## config.mk

```make
export PLATFORM = sky130hd
export DESIGN_NAME = note_layout_ctrl_flat
export DESIGN_NICKNAME = d
export VERILOG_FILES = /design/src/rtl/note_layout_if.sv /design/src/rtl/note_layout_ctrl.sv /design/src/flat_wrapper.sv
export SDC_FILE = /design/constraint.sdc
export NUM_CORES = 1
export LEC_CHECK = 0
export ABC_AREA = 1
export BUFFER_PORTS_ARGS = -buffer_cell sky130_fd_sc_hd__buf_4
export CAP_MARGIN = 20
export CORE_AREA = 3 3 106 87
export CTS_CLUSTER_DIAMETER = 150
export CTS_CLUSTER_SIZE = 30
export DETAILED_ROUTE_END_ITERATION = 6
export DIE_AREA = 0 0 109 90
export PLACE_DENSITY = 0.69
export RECOVER_POWER = 25
export SETUP_SLACK_MARGIN = 0.02
export SLEW_MARGIN = 5
export SYNTH_ARGS = -nofsm -noshare
export SYNTH_HDL_FRONTEND = slang
export SYNTH_SLANG_ARGS = --single-unit
```

## constraint.sdc

```tcl
create_clock -name clk -period 5.6 [get_ports clk]
set_clock_uncertainty 0.1 [all_clocks]
set_input_delay 0.56 -clock clk [delete_from_list [all_inputs] [get_ports clk]]
set_output_delay 0.56 -clock clk [all_outputs]
set_load 0.01 [all_outputs]
```

## src/rtl/note_layout_if.sv

```systemverilog
// Note-event handshake, renderer draw bundle and clear-sweep pixel port of the
// note layout sequencer, grouped for the source (master) and sequencer (slave).
interface note_layout_if;
  logic [3:0] note_in;
  logic [1:0] octave_in;
  logic       note_valid;
  logic       ready;
  logic       clear_req;
  logic [3:0] note;
  logic [1:0] octave;
  logic [7:0] x;
  logic [6:0] y;
  logic       ld_note;
  logic       clear;
  logic [7:0] clr_x;
  logic [6:0] clr_y;
  logic       clr_we;

  modport master (
    output note_in, octave_in, note_valid, clear_req,
    input  ready, note, octave, x, y, ld_note, clear, clr_x, clr_y, clr_we
  );

  modport slave (
    input  note_in, octave_in, note_valid, clear_req,
    output ready, note, octave, x, y, ld_note, clear, clr_x, clr_y, clr_we
  );
endinterface

```

## src/rtl/note_layout_ctrl.sv

```systemverilog
// Note layout sequencer: places accepted notes into a COLS x ROWS cell grid,
// strobes the glyph renderer per note and sweeps the screen black when asked.
module note_layout_ctrl #(
  parameter int DRAW_CYCLES = 432,
  parameter int CELL_W      = 40,
  parameter int CELL_H      = 16,
  parameter int COLS        = 4,
  parameter int ROWS        = 7,
  parameter int SCR_W       = 160,
  parameter int SCR_H       = 120
) (
  input  logic          clk,
  input  logic          resetn,
  note_layout_if.slave  bus
);

  localparam int COL_W = (COLS > 1) ? $clog2(COLS) : 1;
  localparam int ROW_W = (ROWS > 1) ? $clog2(ROWS) : 1;
  localparam int CNT_W = $clog2(DRAW_CYCLES + 1);

  localparam logic [COL_W-1:0] COL_LAST = COL_W'(COLS - 1);
  localparam logic [ROW_W-1:0] ROW_LAST = ROW_W'(ROWS - 1);
  localparam logic [CNT_W-1:0] CNT_LAST = CNT_W'(DRAW_CYCLES - 1);
  localparam logic [7:0]       SX_LAST  = 8'(SCR_W - 1);
  localparam logic [6:0]       SY_LAST  = 7'(SCR_H - 1);
  localparam logic [7:0]       CELL_W_L = 8'(CELL_W);
  localparam logic [6:0]       CELL_H_L = 7'(CELL_H);

  typedef enum logic [1:0] {
    SWEEP = 2'd0,
    IDLE  = 2'd1,
    DRAW  = 2'd2,
    SKIP  = 2'd3
  } state_t;

  function automatic logic note_in_range(input logic [3:0] code);
    return (code >= 4'd1) && (code <= 4'd12);
  endfunction

  state_t           state_r, state_s;
  logic [COL_W-1:0] col_r, col_s;
  logic [ROW_W-1:0] row_r, row_s;
  logic             full_r, full_s;
  logic             pend_clr_r, pend_clr_s;
  logic             pend_draw_r, pend_draw_s;
  logic [CNT_W-1:0] draw_cnt_r, draw_cnt_s;
  logic [7:0]       sx_r, sx_s;
  logic [6:0]       sy_r, sy_s;
  logic             ready_r, ready_s;
  logic             ld_note_r, ld_note_s;
  logic             clear_r, clear_s;
  logic             clr_we_r, clr_we_s;
  logic [7:0]       clr_x_r, clr_x_s;
  logic [6:0]       clr_y_r, clr_y_s;
  logic [7:0]       x_r, x_s;
  logic [6:0]       y_r, y_s;
  logic [3:0]       note_r, note_s;
  logic [1:0]       octave_r, octave_s;
  logic             accept_s;
  logic             sweep_last_s;

  assign accept_s     = bus.note_valid & ready_r & ~bus.clear_req;
  // The sweep is over once the bottom-right pixel has been presented.
  assign sweep_last_s = clr_we_r && (clr_x_r == SX_LAST) && (clr_y_r == SY_LAST);

  // Next-state, cursor and registered-output computation.
  always_comb begin
    state_s     = state_r;
    col_s       = col_r;
    row_s       = row_r;
    full_s      = full_r;
    pend_clr_s  = pend_clr_r;
    pend_draw_s = pend_draw_r;
    draw_cnt_s  = {CNT_W{1'b0}};
    sx_s        = sx_r;
    sy_s        = sy_r;
    clr_x_s     = clr_x_r;
    clr_y_s     = clr_y_r;
    x_s         = x_r;
    y_s         = y_r;
    note_s      = note_r;
    octave_s    = octave_r;
    ready_s     = 1'b0;
    ld_note_s   = 1'b0;
    clear_s     = 1'b1;
    clr_we_s    = 1'b0;

    case (state_r)
      SWEEP: begin
        pend_clr_s = 1'b0;
        if (sweep_last_s) begin
          col_s  = {COL_W{1'b0}};
          row_s  = {ROW_W{1'b0}};
          full_s = 1'b0;
          if (pend_draw_r) begin
            state_s     = DRAW;
            pend_draw_s = 1'b0;
            x_s         = 8'd0;
            y_s         = 7'd0;
          end else begin
            state_s = IDLE;
          end
        end else begin
          state_s = SWEEP;
        end
      end
      IDLE: begin
        if (bus.clear_req) begin
          state_s = SWEEP;
        end else if (accept_s) begin
          if (note_in_range(bus.note_in)) begin
            note_s   = bus.note_in;
            octave_s = bus.octave_in;
            // An overflowing note is held while the screen is wiped, then drawn at (0,0).
            if (full_r) begin
              state_s     = SWEEP;
              pend_draw_s = 1'b1;
            end else begin
              state_s = DRAW;
              x_s     = 8'(col_r) * CELL_W_L;
              y_s     = 7'(row_r) * CELL_H_L;
            end
          end else begin
            state_s = SKIP;
          end
        end else begin
          state_s = IDLE;
        end
      end
      DRAW: begin
        if (draw_cnt_r == CNT_LAST) begin
          if (col_r == COL_LAST) begin
            col_s = {COL_W{1'b0}};
            if (row_r == ROW_LAST) begin
              row_s  = {ROW_W{1'b0}};
              full_s = 1'b1;
            end else begin
              row_s = row_r + 1'b1;
            end
          end else begin
            col_s = col_r + 1'b1;
          end
          state_s    = (pend_clr_r | bus.clear_req) ? SWEEP : IDLE;
          pend_clr_s = 1'b0;
        end else begin
          draw_cnt_s = draw_cnt_r + 1'b1;
          pend_clr_s = pend_clr_r | bus.clear_req;
        end
      end
      SKIP: begin
        state_s    = (pend_clr_r | bus.clear_req) ? SWEEP : IDLE;
        pend_clr_s = 1'b0;
      end
      default: begin
        state_s = SWEEP;
      end
    endcase

    ready_s   = (state_s == IDLE);
    ld_note_s = (state_s == DRAW);

    // Sweep counters point at the next pixel and rest at (0,0) outside a sweep.
    if (state_s == SWEEP) begin
      clear_s  = 1'b0;
      clr_we_s = 1'b1;
      clr_x_s  = sx_r;
      clr_y_s  = sy_r;
      if (sx_r == SX_LAST) begin
        sx_s = 8'd0;
        if (sy_r == SY_LAST) begin
          sy_s = 7'd0;
        end else begin
          sy_s = sy_r + 7'd1;
        end
      end else begin
        sx_s = sx_r + 8'd1;
      end
    end else begin
      clear_s  = 1'b1;
      clr_we_s = 1'b0;
      sx_s     = 8'd0;
      sy_s     = 7'd0;
    end
  end

  // FSM state register.
  always_ff @(posedge clk or negedge resetn) begin
    if (!resetn) begin
      state_r <= SWEEP;
    end else begin
      state_r <= state_s;
    end
  end

  // Cursor, counters, pending flags and registered outputs.
  always_ff @(posedge clk or negedge resetn) begin
    if (!resetn) begin
      col_r       <= {COL_W{1'b0}};
      row_r       <= {ROW_W{1'b0}};
      full_r      <= 1'b0;
      pend_clr_r  <= 1'b0;
      pend_draw_r <= 1'b0;
      draw_cnt_r  <= {CNT_W{1'b0}};
      sx_r        <= 8'd0;
      sy_r        <= 7'd0;
      ready_r     <= 1'b0;
      ld_note_r   <= 1'b0;
      clear_r     <= 1'b1;
      clr_we_r    <= 1'b0;
      clr_x_r     <= 8'd0;
      clr_y_r     <= 7'd0;
      x_r         <= 8'd0;
      y_r         <= 7'd0;
      note_r      <= 4'd0;
      octave_r    <= 2'd0;
    end else begin
      col_r       <= col_s;
      row_r       <= row_s;
      full_r      <= full_s;
      pend_clr_r  <= pend_clr_s;
      pend_draw_r <= pend_draw_s;
      draw_cnt_r  <= draw_cnt_s;
      sx_r        <= sx_s;
      sy_r        <= sy_s;
      ready_r     <= ready_s;
      ld_note_r   <= ld_note_s;
      clear_r     <= clear_s;
      clr_we_r    <= clr_we_s;
      clr_x_r     <= clr_x_s;
      clr_y_r     <= clr_y_s;
      x_r         <= x_s;
      y_r         <= y_s;
      note_r      <= note_s;
      octave_r    <= octave_s;
    end
  end

  assign bus.ready   = ready_r;
  assign bus.ld_note = ld_note_r;
  assign bus.clear   = clear_r;
  assign bus.clr_we  = clr_we_r;
  assign bus.clr_x   = clr_x_r;
  assign bus.clr_y   = clr_y_r;
  assign bus.x       = x_r;
  assign bus.y       = y_r;
  assign bus.note    = note_r;
  assign bus.octave  = octave_r;

endmodule
```

## src/flat_wrapper.sv

```systemverilog
// flat-port wrapper written by rule: the top's interface ports become plain ports
module note_layout_ctrl_flat 
#(
  parameter int DRAW_CYCLES = 432,
  parameter int CELL_W      = 40,
  parameter int CELL_H      = 16,
  parameter int COLS        = 4,
  parameter int ROWS        = 7,
  parameter int SCR_W       = 160,
  parameter int SCR_H       = 120
)
  (clk, resetn, bus_note_in, bus_octave_in, bus_note_valid, bus_clear_req, bus_ready, bus_note, bus_octave, bus_x, bus_y, bus_ld_note, bus_clear, bus_clr_x, bus_clr_y, bus_clr_we);
  note_layout_if bus_i ();
  input  logic clk;
  input  logic resetn;
  input wire logic [$bits(bus_i.note_in)-1:0] bus_note_in;
  input wire logic [$bits(bus_i.octave_in)-1:0] bus_octave_in;
  input wire logic [$bits(bus_i.note_valid)-1:0] bus_note_valid;
  input wire logic [$bits(bus_i.clear_req)-1:0] bus_clear_req;
  output wire logic [$bits(bus_i.ready)-1:0] bus_ready;
  output wire logic [$bits(bus_i.note)-1:0] bus_note;
  output wire logic [$bits(bus_i.octave)-1:0] bus_octave;
  output wire logic [$bits(bus_i.x)-1:0] bus_x;
  output wire logic [$bits(bus_i.y)-1:0] bus_y;
  output wire logic [$bits(bus_i.ld_note)-1:0] bus_ld_note;
  output wire logic [$bits(bus_i.clear)-1:0] bus_clear;
  output wire logic [$bits(bus_i.clr_x)-1:0] bus_clr_x;
  output wire logic [$bits(bus_i.clr_y)-1:0] bus_clr_y;
  output wire logic [$bits(bus_i.clr_we)-1:0] bus_clr_we;
  assign bus_i.note_in = bus_note_in;
  assign bus_i.octave_in = bus_octave_in;
  assign bus_i.note_valid = bus_note_valid;
  assign bus_i.clear_req = bus_clear_req;
  assign bus_ready = bus_i.ready;
  assign bus_note = bus_i.note;
  assign bus_octave = bus_i.octave;
  assign bus_x = bus_i.x;
  assign bus_y = bus_i.y;
  assign bus_ld_note = bus_i.ld_note;
  assign bus_clear = bus_i.clear;
  assign bus_clr_x = bus_i.clr_x;
  assign bus_clr_y = bus_i.clr_y;
  assign bus_clr_we = bus_i.clr_we;
  note_layout_ctrl #(.DRAW_CYCLES(DRAW_CYCLES), .CELL_W(CELL_W), .CELL_H(CELL_H), .COLS(COLS), .ROWS(ROWS), .SCR_W(SCR_W), .SCR_H(SCR_H)) u_core (.clk(clk), .resetn(resetn), .bus(bus_i));
endmodule
```

After elaboration in Yosys (flattened, before gate mapping)
Cells that the tools add are included.
Widths: inputs -> output; s select.
- reduce and logical (&&, ||, !) cells: 15
- bitwise logic cells: 4
- $lt $le $gt $ge: 2
- $add $sub $neg: 5
- eq/ne operators: 23
- mux-type cells: 53
- multiply operators: 1
- operator list (kind ; count):
    $mux 8 ; 8
    $mux 7 ; 9
    $mux 2 ; 10
    $mux 9 ; 2
    $eq 8x8->1 const B ; 2
    $ne 2x1->1 const B ; 8
    $pmux 8 s2 ; 1
    $eq 7x7->1 const B ; 2
    $pmux 7 s2 ; 1
    $mux 1 ; 12
    $mux 3 ; 4
    $add 9x1->9 const B ; 1
    $eq 9x9->1 const B ; 1
    $add 8x1->8 const B ; 1
    $eq 2x2->1 const B ; 4
    $pmux 2 s4 ; 1
    $reduce_and 4->1 ; 2
    $add 7x1->7 const B ; 1
    $reduce_and 7->1 ; 1
    $ne 2x2->1 const B ; 3
    $pmux 1 s2 ; 3
    $pmux 3 s2 ; 1
    $reduce_and 6->1 ; 1
    $reduce_bool 2->1 ; 3
    other kinds (16) ; 21
- register bits: 74
- input port bits: 10
- output and inout port bits: 40
- word-level logic and storage cells: 122

Logic depth before layout (Yosys ltp)
Gate-level depths: netlist of run 1.
- word-level depth: 8
- depth in mapped cells: 12

Worst setup path before layout of run 1
OpenSTA, ideal clock, no wires.
- path type: flip-flop to flip-flop
- start: reg u_core.state_r[1]
- end: reg u_core.clr_x_r[4], in the netlist u_core.bus.clr_x[4]
- data required time: 5.382 ns
- cell stages (with the launch flop): 13
- setup time: 0.118 ns
- path slack: 3.811 ns
- data arrival time: 1.570 ns
- path through: dfrtp_1 inv_1 ha_1 buf_2 inv_1 nor2_1 a21oi_1 nand2_1 nand2_4 nand3_4 buf_6 nand2_1 nand2_1
- word-level cells in the longest chain between the ends: 3
- elaborated cells between the ends (all ways): 7
- classes of those cells: eq/ne (3); mux (2); reduce/logical (2)
- RTL lines (item ; RTL line ; RTL):
    start, declared ; note_layout_ctrl.sv:40 ; state_t state_r, state_s;
    start signal, assigned ; note_layout_ctrl.sv:191 ; state_r <= state_s;
    $eq 2x2->1, or another cell as far along ; note_layout_ctrl.sv:88 ; case (state_r)
    $pmux 2 s4 * ; note_layout_ctrl.sv:88 ;
    $logic_not 2->1 * ; note_layout_ctrl.sv:163 ; if (state_s == SWEEP) begin
    end signal, assigned ; note_layout_ctrl.sv:229 ; clr_x_r <= clr_x_s;
    end, declared ; note_layout_ctrl.sv:53 ; logic [7:0] clr_x_r, clr_x_s;
Every way passes the cells marked *; elsewhere a longest branch is shown, timed or not.
A chain may end at the register's enable or synchronous reset.

Worst setup path after layout of run 1
- start: reg u_core.state_r[1]
- end: reg u_core.clr_y_r[1], in the netlist u_core.bus.clr_y[1]
- word-level cells in the longest chain between the ends: 3
- elaborated cells between the ends (all ways): 7
- classes of those cells: eq/ne (3); mux (2); reduce/logical (2)
- RTL lines (item ; RTL line ; RTL):
    $eq 2x2->1, or another cell as far along ; note_layout_ctrl.sv:88 ;
    $pmux 2 s4 * ; note_layout_ctrl.sv:88 ;
    $logic_not 2->1 * ; note_layout_ctrl.sv:163 ;
    end signal, assigned ; note_layout_ctrl.sv:230 ; clr_y_r <= clr_y_s;
    end, declared ; note_layout_ctrl.sv:54 ; logic [6:0] clr_y_r, clr_y_s;
Marked as above.

==> out/metrics.yaml, run 1 <==
die_area_mm2: 0.00981
finalCriticalPeriod_ns: 2.24
grt-ovfl-total: 0
cts_buffers: 9
crit_type: "flop to flop"
start_util: 0.404
start_kind: "flop"
dp_hpwl_um: 4760
cp.arrival_ns: 2.36
clockBufferDepth: 2
track_usage: 0.147
status: "finished, final reports clean"
antenna_cells: 0
hold_viol_final: 0
worst_ir_drop_vdd_uv: 185
antenna_found_initial: 0
area_growth_pct: 17.5
grt_pass1_wl_um: 11800
critPathMaxFanout: 32
die_width_um: 109
drc_errors: 0
setup_viol: 0
fmax_mhz: 447
drt_iter0_markers: 95
drt-total-wl_um: 6710
critPathMaxStageDelay_ns: 0.39
path_delay_family: "simple AND/OR/NAND/NOR gates"
cts.clk_slew.worst_paths_ns: 0.07
stdcell_count: 538
worst_slew_pin_slew_ns: 0.811
power.leakage_nw: 1.90
min_path_type: "primary input to asynchronous set/reset pin"
ant_nets: 0
finalSetupTns_ns: 0
hold_buffers: 0
place_inst: 523
ys_warn_count: 0
syn_inst: 386
die_h_um: 90
port_buffers: 41
ys_seq_elements: 64
yosysSeqAreaShare: 0.491
layout-drive-gt1-share: 0.179
endpoint_kind: "flop"
required_ns: 5.73
maxSlewViolCount: 0
clock_latency_ns: 0.34
htree_levels: 3
rsz0062_at_grt: "false"
path_buf_inv: 2
cts-resized-gates: 0
crit_chain: "inv_1, ha_1, inv_1, nor2_1, a21oi_1, nand2_1, nand2_4, nand3_4, nand2_1, nand2_1"
rows: 29
post-cts-setup-buffers: 0
grt_max_degree: 65
drt_first_pass_iters: 5
avgRoutedWirePerCell_um: 12.5
cts_tree: "done"
max_slew_margin: 0.459
coreArea_mm2: 0.00809
nets: 446
num-fill-cells: 790
root_buffer: "clkbuf_8"
cellPowerDensity_mw_per_mm2: 338
path_common_cell: "nand2_1"
grt_pass1_vias: 2606
gp_congestion: 0.822
num_io_pins: 50
synth_cell_types: 34
fin_crit_sh: 0.399
synthesis.area_per_instance_um2: 8.46
vias: 2603
cap_violations: 0
syn_area_mm2: 0.00327
slowest_stage: "dfrtp_1"
vias_per_cell: 4.84
cts_sinks: 64
[layer usage]
layer / GRT usage / routed length [µm] / vias to the layer above
li1: - / - / 1318
met1: 0.186 / 3080 / 1229
met2: 0.246 / 3260 / 47
met3: 0.0394 / 285 / 9
met4: 0.0442 / 76 / 0
met5: 0 / 0 / -
[layout by cell type, fill, tap and decap left out]
cell,instances
nand2_1,94
dfrtp_1,63
nor2_1,41
buf_4,41
inv_1,40
nand4_1,22
nand3_1,21
a21oi_1,14
o21ai_0,14
clkbuf_8,13
ha_1,10
nor3_1,9
conb_1,8
xor2_1,5
mux2_2,4
nor2_2,3
or2_2,3
nand3b_1,3
o21ai_1,3
nand2_2,2
nand3_2,2
nand2_4,2
xnor2_1,2
bufinv_16,2
nand4_2,1
nand3_4,1
or4_1,1
a31o_2,1
nor3_2,1
and3_1,1
o21bai_1,1
o31ai_1,1
dfstp_2,1
[where the power goes]
part	switching, mW	internal, mW
sequential	0.0604	0.526
combinational	0.141	0.106
clock	0.166	0.297
[path summary, 6_finish.rpt]
kind	start	endpoint	slack [ns]	cells after the start
max	u_core.state_r[1]	u_core.bus.clr_y[1]	3.36	10
min	resetn	u_core.draw_cnt_r[3]	0.21	1
max reg2reg	u_core.state_r[1]	u_core.bus.clr_y[1]	3.36	10
min reg2reg	u_core.draw_cnt_r[0]	u_core.draw_cnt_r[0]	0.36	1
max in group asynchronous	resetn	u_core.bus.clr_y[5]	4.65	1
min in group clk	bus_octave_in[1]	u_core.bus.octave[1]	0.35	2
[registers in the layout, indices dropped and copies added, names as in the netlist, 2 cells and up]
name	flops
u_core.bus.octave	2
u_core.bus.y	3
u_core.draw_cnt_r	9
u_core.bus.clr_x	8
u_core.sx_r	8
u_core.bus.note	4
u_core.bus.x	2
u_core.sy_r	7
u_core.col_r	2
u_core.row_r	3
u_core.state_r	2
u_core.bus.clr_y	7
[area by class of cell]
class                   instances  area (µm²)  area share
clock buffers                  13         179      0.0466
repair buffers                 41         308      0.0802
flip-flops and latches         64        1600       0.418
well taps                     108         135      0.0352
clock inverters                 2        60.1      0.0156
multi-input cells             270        1400       0.366
inverters                      40         150      0.0391
[metrics by stage]
| stage | util | setup WS (ns) | power (mW) | hold slack, ns | cell area (µm²) |
|---|---|---|---|---|---|
| floorplan | - | 3.81 | 0.756 | 0.164 | 3290 |
| global placement | 0.445 | 3.45 | 0.836 | 0.351 | 3600 |
| detailed placement | 0.445 | 3.35 | 0.843 | 0.357 | 3600 |
| CTS | 0.474 | 3.34 | 1.31 | 0.238 | 3840 |
| global route | 0.474 | 3.12 | 1.38 | 0.275 | 3840 |
| finish | 0.474 | 3.36 | 1.30 | 0.206 | 3840 |
[cell families (layout without fill, tap and decap cells)]
group | Yosys count | in the layout | share of synthesized area
AO/OA/AOI/OAI | 34 | 34 | 0.0548
AND/OR/NAND/NOR | 207 | 207 | 0.295
flip-flops | 64 | 64 | 0.491
XOR/XNOR | 7 | 7 | 0.0188
adder cells (fa/ha/maj) | 10 | 10 | 0.0383
buffers and inverters | 59 | 96 | 0.0877
multiplexers | 4 | 4 | 0.0138
other | 1 | 8 | 0.00115
[synth_stat cells]
cell type	number	area [µm²]
buf_4	10	75.1
and3_1	1	6.26
dfrtp_1	63	1580
or4_1	1	7.51
nor2_1	41	154
nand3_1	21	105
ha_1	10	125
conb_1	1	3.75
nor3_2	1	10.0
nand2_4	2	22.5
xnor2_1	2	17.5
or2_2	3	18.8
a31o_2	1	8.76
nand4_1	22	138
o21ai_1	3	15.0
a21oi_1	14	70.1
nand2_2	2	12.5
dfstp_2	1	26.3
nand2_1	94	353
inv_1	40	150
o21bai_1	1	7.51
nand3_2	2	20.0
o31ai_1	1	7.51
nand3b_1	3	22.5
buf_6	3	33.8
nor2_2	3	18.8
mux2_2	4	45.0
o21ai_0	14	70.1
buf_2	4	20.0
nand4_2	1	12.5
nor3_1	9	45.0
clkbuf_1	2	7.51
xor2_1	5	43.8
nand3_4	1	17.5
Power figures use the tool's default switching activity.
==> run 2: changes to the inputs <==
--- a/config.mk
+++ b/config.mk
@@ -13,7 +13,7 @@
 export CTS_CLUSTER_SIZE = 30
 export DETAILED_ROUTE_END_ITERATION = 6
 export DIE_AREA = 0 0 109 90
-export PLACE_DENSITY = 0.69
+export PLACE_DENSITY = 0.71
 export RECOVER_POWER = 25
 export SETUP_SLACK_MARGIN = 0.02
 export SLEW_MARGIN = 5
==> constraint.sdc (replaced) <==
create_clock -name clk -period 1.8 [get_ports clk]
set_clock_uncertainty 0.1 [all_clocks]
set_input_delay 0.18 -clock clk [delete_from_list [all_inputs] [get_ports clk]]
set_output_delay 0.18 -clock clk [all_outputs]
set_load 0.01 [all_outputs]
==> run 2 against run 1 <==
  * Power rose to 3.0 times the previous value
  * Cell count rose by 4.5%
  * Register-to-register slack worse by 3.3 ns
  * Die area stayed put
  * Flip-flop and latch count is the same
  * Hold slack lost 0.17 ns
  * Sequential share of layout area shrank 3.0 points
  * Sequential power rose to 3.1 times the previous value
  * Setup slack got worse by 3.3 ns
  * Non-clock buffer count is 25 higher
  * First-iteration DRC count increased by 41%
==> out/metrics.yaml, run 2 (synthesized netlist as in run 1, its figures left out) <==
grt_max_degree: 35  # was 65
layout-drive-gt1-share: 0.275  # was 0.179
num_io_pins: 50  # unchanged
antenna_found_initial: 0  # unchanged
nets: 471  # was 446
die_area_mm2: 0.00981  # unchanged
drt_iter0_markers: 134  # was 95
path_buf_inv: 1  # was 2
htree_levels: 3  # unchanged
rr_endpoint: "u_core.bus.clr_y[2]"  # was u_core.bus.clr_y[1]
largest_reg_flops: 9  # unchanged
endpoint_kind: "flop"  # unchanged
cts.clk_slew.worst_paths_ns: 0.06  # was 0.07 ns
mostFrequentLayoutCell: "nand2_1"  # unchanged
reg2reg_slack_ns: 0.04  # was 3.36 ns
cts_sinks: 64  # unchanged
coreArea_mm2: 0.00809  # unchanged
vias: 2744  # was 2603
cts_buffers: 9  # unchanged
die_width_um: 109  # unchanged
path_delay_family: "simple AND/OR/NAND/NOR gates"  # unchanged
finalSetupTns_ns: 0  # unchanged
finish.utilization: 0.511  # was 0.474
r2r-start: "u_core.draw_cnt_r[0]"  # was u_core.state_r[1]
final_cell_mix: "78 x nand2_1, 63 x dfrtp_1, 53 x buf_4, 38 x inv_1, 37 x nor2_1"  # was 94 x nand2_1, 63 x dfrtp_1, 41 x nor2_1, 41 x buf_4, 40 x inv_1
area_growth_pct: 26.5  # was 17.5%
max_slew_margin: 0.435  # was 0.459
post_dp_cell_area_mm2: 0.00371  # was 0.00360 mm²
fin_crit_sh: 0.976  # was 0.399
die_h_um: 90  # unchanged
gp_congestion: 0.858  # was 0.822
total_power_mw: 3.82  # was 1.30 mW
grt_pass1_wl_um: 11900  # was 11800 µm
required_ns: 1.93  # was 5.73 ns
seq_area_mm2: 0.00160  # unchanged
start_util: 0.404  # unchanged
finalCriticalPeriod_ns: 1.76  # was 2.24 ns
r2r_cells: 11  # was 10
cellPowerDensity_mw_per_mm2: 926  # was 338 mW/mm²
setup_viol: 0  # unchanged
fin_area_mm2: 0.00413  # was 0.00384 mm²
clockBufferDepth: 2  # unchanged
grt_pass1_vias: 2675  # was 2606
min_from: "bus_note_in[0]"
min_path_type: "primary input to flop"  # was primary input to asynchronous set/reset pin
hold_viol_final: 0  # unchanged
drc_errors: 0  # unchanged
vias_per_cell: 4.88  # was 4.84
max_flop_register: "u_core.draw_cnt_r"  # unchanged
rows: 29  # unchanged
fmax_mhz: 569  # was 447 MHz
dp_hpwl_um: 4850  # was 4760 µm
multi_input_area_mm2: 0.00152  # was 0.00140 mm²
cp.arrival_ns: 1.89  # was 2.36 ns
num-fill-cells: 750  # was 790
clock_latency_ns: 0.34  # about the same
avgRoutedWirePerCell_um: 12.8  # was 12.5 µm
crit_type: "flop to flop"  # unchanged
grt-ovfl-total: 0  # unchanged
ant_nets: 0  # unchanged
critPathMaxStageDelay_ns: 0.38  # was 0.39 ns
worst_slew_pin_slew_ns: 0.847  # was 0.811 ns
start_kind: "flop"  # unchanged
critPathMaxFanout: 16  # was 32
drt-total-wl_um: 7200  # was 6710 µm
track_usage: 0.152  # was 0.147
crit_chain: "ha_2, nand2_2, nor2_4, nand2_2, nand3_2, nand3_2, nand2_4, nand3_4, clkbuf_16, nand2_1, nand2_1"  # was inv_1, ha_1, inv_1, nor2_1, a21oi_1, nand2_1, nand2_4, nand3_4, nand2_1, nand2_1
rsz0062_at_grt: "true"  # was false
antenna_cells: 0  # unchanged
port_buffers: 41  # unchanged
cts_tree: "done"  # unchanged
power.leakage_nw: 2.03  # was 1.90 nW
maxSlewViolCount: 0  # unchanged
worstHoldEndpoint: "u_core.bus.note[0]"
worst_ir_drop_vdd_uv: 646  # was 185 µV
root_buffer: "clkbuf_8"  # unchanged
slowest_stage: "dfrtp_1"  # unchanged
status: "finished, final reports clean"  # unchanged
cap_violations: 0  # unchanged
whs_path_depth: 3
drt_first_pass_iters: 4  # was 5
## run 2: final cells by class
type	instances	share of cell area
Sequential cell	64	0.388
Multi-Input combinational cell	270	0.368
Timing Repair Buffer	66	0.137
Inverter	40	0.0363
Clock buffer	13	0.0360
Tap cell	108	0.0327
Clock inverter	1	0.00121
## run 2: stage by stage
| stage | std cells | hold slack [ns] | worst slack, ns |
|---|---|---|---|
| floorplan | 393 | -0.216 | 0.0513 |
| global placement | 535 | 0.0619 | 0.116 |
| detailed placement | 535 | 0.0651 | 0.0258 |
| CTS | 554 | 0.0194 | 0.0217 |
| global route | 562 | 0.0570 | -0.0501 |
| finish | 562 | 0.0405 | 0.0433 |
## run 2: how the worst max path moves through the flow
stage	slack, ns	cells past startpoint	end	startpoint
floorplan	0.05	12	u_core.bus.clr_x[4]	u_core.state_r[1]
global placement	0.12	11	u_core.bus.clr_y[3]	u_core.draw_cnt_r[0]
detailed placement	0.03	11	u_core.bus.clr_x[4]	u_core.draw_cnt_r[0]
CTS	0.02	10	u_core.bus.clr_x[4]	u_core.draw_cnt_r[0]
global route	-0.05	12	u_core.bus.clr_y[3]	u_core.draw_cnt_r[0]
finish	0.04	11	u_core.bus.clr_y[2]	u_core.draw_cnt_r[0]
## run 2: repair_timing
item / in CTS / in global routing
gates resized for setup: 1 / 42
pin swaps: 0 / 1
hold buffers: 5 / 0
endpoints found under the setup margin: 2 / 48
hold endpoints to repair: 37 / 0
buffers inserted: 0 / 6
cloned: 0 / 2
## run 2: power by group
group	internal (mW)	switching, mW
clock network	0.521	0.500
registers	1.64	0.188
logic	0.468	0.512
## run 2: worst register-to-register path: stages, from the launching register on
cell       delay [ns]
dfrtp_1          0.38
ha_2             0.20
nand2_2          0.08
nor2_4           0.13
nand2_2          0.09
nand3_2          0.08
nand3_2          0.08
nand2_4          0.09
nand3_4          0.12
clkbuf_16        0.20
nand2_1          0.06
nand2_1          0.04
## run 2: per-layer routing
layer | wire (µm) | global-route usage | vias to the layer above
met5 | 0 | 0 | -
met4 | 78 | 0.0368 | 0
met3 | 298 | 0.0573 | 9
met2 | 3590 | 0.247 | 49
met1 | 3230 | 0.189 | 1316
li1 | - | - | 1370
